`src/rtl/flit_injector.sv`:
```
// Local-port flit transmitter: requests the router arbiter, then sends header/body/tail flits.
// Optional INJ_STATS_EN adds saturating pkt_count/stall_count outputs.
//   state | meaning
//   IDLE  | waiting for a packet descriptor
//   REQ   | req raised, waiting for first grant
//   HEAD  | header flit pending, sent on grant
//   BODY  | payload flits, one per grant && data_valid cycle
//   GAP   | one cycle with req low so the arbiter rotates
module flit_injector #(
  parameter int DATA_W = 32,
  parameter int DEST_W = 4
) (
  input  logic              clk,
  input  logic              rst,
  input  logic              pkt_start,
  input  logic [11:0]       pkt_len,
  input  logic [DEST_W-1:0] pkt_dest,
  output logic              start_ack,
  output logic              err,
  input  logic [DATA_W-1:0] data_in,
  input  logic              data_valid,
  output logic              data_ready,
  output logic              req,
  input  logic              grant,
  output logic              flit_valid,
  output logic [2:0]        flit_id,
  output logic [DATA_W-1:0] flit_data,
  output logic [11:0]       length
`ifdef INJ_STATS_EN
  ,
  output logic [15:0]       pkt_count,
  output logic [15:0]       stall_count
`endif
);

  typedef enum logic [2:0] {IDLE, REQ, HEAD, BODY, GAP} state_t;

  state_t              state_q, state_d;
  logic [11:0]         rem_q, rem_d;
  logic [DEST_W-1:0]   dest_q, dest_d;
  logic                req_d, flit_valid_d, start_ack_d, err_d, data_ready_d;
  logic [2:0]          flit_id_d;
  logic [DATA_W-1:0]   flit_data_d;
  logic [11:0]         length_d;

  always_comb begin
    state_d      = state_q;
    rem_d        = rem_q;
    dest_d       = dest_q;
    start_ack_d  = 1'b0;
    err_d        = 1'b0;
    data_ready_d = 1'b0;
    flit_valid_d = 1'b0;
    flit_id_d    = 3'b000;
    flit_data_d  = flit_data;
    length_d     = length;
    case (state_q)
      IDLE: begin
        if (pkt_start) begin
          if (pkt_len == 12'd0 || pkt_len == 12'hFFF) begin
            err_d = 1'b1;
          end else begin
            start_ack_d = 1'b1;
            rem_d       = pkt_len;
            dest_d      = pkt_dest;
            state_d     = REQ;
          end
        end
      end
      REQ: if (grant) state_d = HEAD;
      HEAD: begin
        if (grant) begin
          flit_valid_d = 1'b1;
          flit_id_d    = 3'b001;
          flit_data_d  = DATA_W'(dest_q);
          length_d     = rem_q + 12'd1;
          state_d      = BODY;
        end
      end
      BODY: begin
        // rem_q is at least 1 here, so the decrement never wraps
        if (grant && data_valid) begin
          flit_valid_d = 1'b1;
          data_ready_d = 1'b1;
          flit_data_d  = data_in;
          rem_d        = rem_q - 12'd1;
          if (rem_q == 12'd1) begin
            flit_id_d = 3'b100;
            state_d   = GAP;
          end else begin
            flit_id_d = 3'b010;
          end
        end
      end
      GAP: begin
        state_d  = IDLE;
        length_d = 12'd0;
      end
      default: state_d = IDLE;
    endcase
    req_d = (state_d == REQ) || (state_d == HEAD) || (state_d == BODY);
  end

  always_ff @(posedge clk or posedge rst) begin
    if (rst) begin
      state_q    <= IDLE;
      rem_q      <= '0;
      dest_q     <= '0;
      req        <= 1'b0;
      flit_valid <= 1'b0;
      start_ack  <= 1'b0;
      err        <= 1'b0;
      data_ready <= 1'b0;
      flit_id    <= 3'b000;
      flit_data  <= '0;
      length     <= '0;
    end else begin
      state_q    <= state_d;
      rem_q      <= rem_d;
      dest_q     <= dest_d;
      req        <= req_d;
      flit_valid <= flit_valid_d;
      start_ack  <= start_ack_d;
      err        <= err_d;
      data_ready <= data_ready_d;
      flit_id    <= flit_id_d;
      flit_data  <= flit_data_d;
      length     <= length_d;
    end
  end

`ifdef INJ_STATS_EN
  always_ff @(posedge clk or posedge rst) begin
    if (rst) begin
      pkt_count   <= '0;
      stall_count <= '0;
    end else begin
      if (flit_valid_d && flit_id_d == 3'b100 && pkt_count != 16'hFFFF)
        pkt_count <= pkt_count + 16'd1;
      if ((state_q == HEAD || state_q == BODY) && !flit_valid_d && stall_count != 16'hFFFF)
        stall_count <= stall_count + 16'd1;
    end
  end
`endif

endmodule

```
`config.mk`:
```
export PLATFORM = sky130hd
export DESIGN_NAME = flit_injector
export DESIGN_NICKNAME = d
export VERILOG_FILES = /design/src/rtl/flit_injector.sv
export SDC_FILE = /design/constraint.sdc
export NUM_CORES = 1
export LEC_CHECK = 0
export ABC_AREA = 1
export CAP_MARGIN = 40
export CORE_UTILIZATION = 48
export DETAILED_ROUTE_END_ITERATION = 7
export PLACE_DENSITY_LB_ADDON = 0.15
export SYNTH_ARGS = -nofsm -noshare
export SYNTH_HDL_FRONTEND = slang
export SYNTH_SLANG_ARGS = --single-unit
```
`constraint.sdc`:
```
create_clock -name clk -period 2.6 [get_ports clk]
set_input_delay 0.52 -clock clk [delete_from_list [all_inputs] [get_ports clk]]
set_output_delay 0.52 -clock clk [all_outputs]
set_load 0.02 [all_outputs]
```
==> impl_metrics.env <==
export IMPL_comb_power_share=0.472
export IMPL_start_util=0.4958
export IMPL_drive_above_1_share=0.06195
export IMPL_fillCellCount=631
export IMPL_cts_made_buffers=9
export IMPL_synthAdderAreaFrac=0.01049
export IMPL_cts_max_level=3
export IMPL_cts_setup_buffers=0
export IMPL_hpwlAfterDp_um=6503
export IMPL_crit_path_start_kind="flop"
export IMPL_tightest_slew_ps=624.9
export IMPL_synth_seq_cells=71
export IMPL_synth_simple_gate_area_frac=0.3743
export IMPL_clockPowerShare=0.191
export IMPL_post_route_min_period_ps=2163
export IMPL_p_per_area_nw_per_um2=1115
export IMPL_synth_most_common_cell="nand2_1"
export IMPL_clk_latency_ps=340
export IMPL_nNetsFinal=617
export IMPL_crit_type="reg -> reg"
export IMPL_first_iter_violations=158
export IMPL_detail_route_wl_per_cell_um=13.69
export IMPL_rows=31
export IMPL_muxShareOfSynthArea=0
export IMPL_relSlewSlack=0.5808
export IMPL_ys_flop_type="dfrtp_1"
export IMPL_p_switching_w=0.002323
export IMPL_yosys_warnings=0
export IMPL_slew_viol_final=0
export IMPL_ys_seq_area_frac=0.4967
export IMPL_register_area_sq_um=1777
export IMPL_p_total_w=0.005456
export IMPL_crit_slowest_cell="clkinv_1"
export IMPL_path_cells="nand3_4, clkinv_1, buf_4, nand3_1, nand2_1"
export IMPL_crit_arrival_ps=2390
export IMPL_grt_util_all_layers=0.2416
export IMPL_hold_class="reg -> reg"
export IMPL_syn_nets=520
export IMPL_synth_top_area_frac=0.4967
export IMPL_die_x_um=88.33
export IMPL_drc=0
export IMPL_syn_area_sq_um=3577
export IMPL_grt_pass1_wl_um=14550
export IMPL_overflow=0
export IMPL_synth_top_family_by_area="simple AND/OR/NAND/NOR gates"
export IMPL_first_pass_iters=4
export IMPL_coreArea_sq_um=7214
export IMPL_p_int_w=0.003133
export IMPL_async_reset_ff_frac=1.000
export IMPL_die_area_sq_um=7801
export IMPL_ant_nets=0
export IMPL_switching_share=0.4257
export IMPL_grt_pass1_vias=3063
export IMPL_hold_viol=0
export IMPL_p_leak_nw=2.372
export IMPL_io_buffers=104
export IMPL_gp_congestion=0.8347
export IMPL_max_cap_violations=0
export IMPL_ir_drop_uv=606.1
export IMPL_yosys_area_top_type="dfrtp_1"
export IMPL_synth_edf_count=0
export IMPL_fin_skew_ps=9.271
export IMPL_path_clk_slew_ps=80
export IMPL_clk_path_buf_depth=2
export IMPL_rsz0062_at_grt="no"
export IMPL_critPathCaptureType="flop"
export IMPL_cp_slowest_stage_delay_ps=590
export IMPL_syn2layout_area_growth_pct=36.80
export IMPL_synth_compound_area_share=0.04617
export IMPL_grt_max_degree=49
export IMPL_yosysUniqueCellTypes=34
export IMPL_io_pins=105
export IMPL_vias=3408
export IMPL_totalWireLength_um=9088
export IMPL_vias_per_cell=5.133
export IMPL_synth_avg_cell_area_sq_um=7.709
export IMPL_clock_sinks=71
export IMPL_worstPathRequired_ps=2830
export IMPL_cts_tree="built"
export IMPL_p_seq_frac=0.337
export IMPL_setup_violations=0
export IMPL_antennaDiodeCount=0
export IMPL_cts_root_buf="clkbuf_8"
export IMPL_max_freq_mhz=462.3
export IMPL_fin_tns_setup_ps=0
export IMPL_synth_area_top_cells="dfrtp_1, nand2_1, nand3_1"
export IMPL_postCtsHoldBufs=0
export IMPL_grt_antenna_before_repair=0
export IMPL_synth_xor_area_frac=0.004897
export IMPL_finalCritPeriodShare=0.8320
export IMPL_netlist_top_cells_count="nand2_1, nand3_1, dfrtp_1"
export IMPL_cts_resized_gates=0
export IMPL_multiInputGateArea_sq_um=1559
export IMPL_status="finished, final reports clean"
export IMPL_die_h_um=88.33
export IMPL_cp_max_fo=23
export IMPL_syn_inst=464
[registers in the layout (all words and copies together) (netlist names)]
name and flops:
data_ready 1, dest_q 4, err 1, flit_data 32, flit_id 3, flit_valid 1
length 12, rem_q 12, req 1, start_ack 1, state_q 3
[layout by cell type, fill, tap and decap left out, types with 2 or more instances in the layout]
cell / synthesis / routed
clkdlybuf4s50_1: 0 / 104
nand2_4: 2 / 2
buf_4: 5 / 3
o21ai_0: 11 / 11
nand3_1: 86 / 86
inv_2: 6 / 7
dfrtp_1: 71 / 71
inv_1: 24 / 23
nor2_1: 43 / 43
nand2_1: 164 / 164
a21oi_1: 2 / 2
bufinv_16: 0 / 3
clkbuf_8: 0 / 9
o31ai_1: 2 / 2
nor3_1: 2 / 2
ha_1: 3 / 3
clkinvlp_4: 0 / 2
o21ai_1: 7 / 7
a31oi_1: 4 / 4
[kinds of logic (layout without fill, tap and decap cells)]
kind of cell               after synthesis  after routing
DFF                                     71             71
buffers and inverters                   53            154
AOI/OAI and AO/OA                       29             29
xor gates and xnor gates                 2              2
adders and majority gates                3              3
and+or+nand+nor                        306            306
[final timing paths]
kind / endpoint / startpoint / slack (ps) / cells after the start
max: flit_data[10]$_DFFE_PP0P_ / state_q[1]$_DFF_PP0_ / 440 / 5
min: dest_q[1]$_DFFE_PP0P_ / dest_q[1]$_DFFE_PP0P_ / 490 / 2
max reg2reg: flit_data[10]$_DFFE_PP0P_ / state_q[1]$_DFF_PP0_ / 440 / 5
min reg2reg: dest_q[1]$_DFFE_PP0P_ / dest_q[1]$_DFFE_PP0P_ / 490 / 2
max in group asynchronous: rem_q[0]$_DFFE_PP0P_ / rst / 1440 / 3
min in group asynchronous: flit_data[19]$_DFFE_PP0P_ / rst / 540 / 2
[stage by stage]
step	hold WS, ps	instance area [sq um]	utilization	instances	setup WS (ps)
CTS	490.8	4893	0.6783	664	435.1
detailed placement	470.2	4659	0.6459	649	456.8
floorplan	449.2	3577	-	464	283.4
global placement	463.0	4659	0.6459	649	483.2
finish	489.8	4893	0.6783	664	436.7
global route	517.0	4893	0.6783	664	284.1
[critical path, delay by kind of cell, from the launching register on]
family                 cells  cell delay, ps
buffers and inverters      2            1030
flip-flops                 1             520
AND/OR/NAND/NOR            3             500
[metal layers]
metal | vias to the layer above | part of all wire | track usage
met5 | - | 0 | 0
met4 | 0 | 0.0098 | 0.07918
met3 | 8 | 0.052 | 0.04104
met2 | 100 | 0.49 | 0.3930
met1 | 1608 | 0.45 | 0.3305
li1 | 1692 | - | -
[power by group through the flow]
stage / Clock, W / Combinational (W) / Sequential [W]
2_1_floorplan: 0 / 0.00146 / 0.00203
3_3_place_gp: 0 / 0.00250 / 0.00183
3_5_place_dp: 0 / 0.00256 / 0.00185
4_1_cts: 0.00105 / 0.00258 / 0.00183
5_1_grt: 0.00110 / 0.00285 / 0.00189
6_report: 0.00104 / 0.00258 / 0.00184
[final cells by class]
cell class / count / area share
inverter: 31 / 0.02378
clock buffer: 9 / 0.02531
clock inverter: 6 / 0.02250
tap: 99 / 0.02531
timing repair buffer: 108 / 0.2214
sequential: 71 / 0.3631
multi-input combinational: 340 / 0.3186
Note: power is estimated with default switching activity, not from simulation.
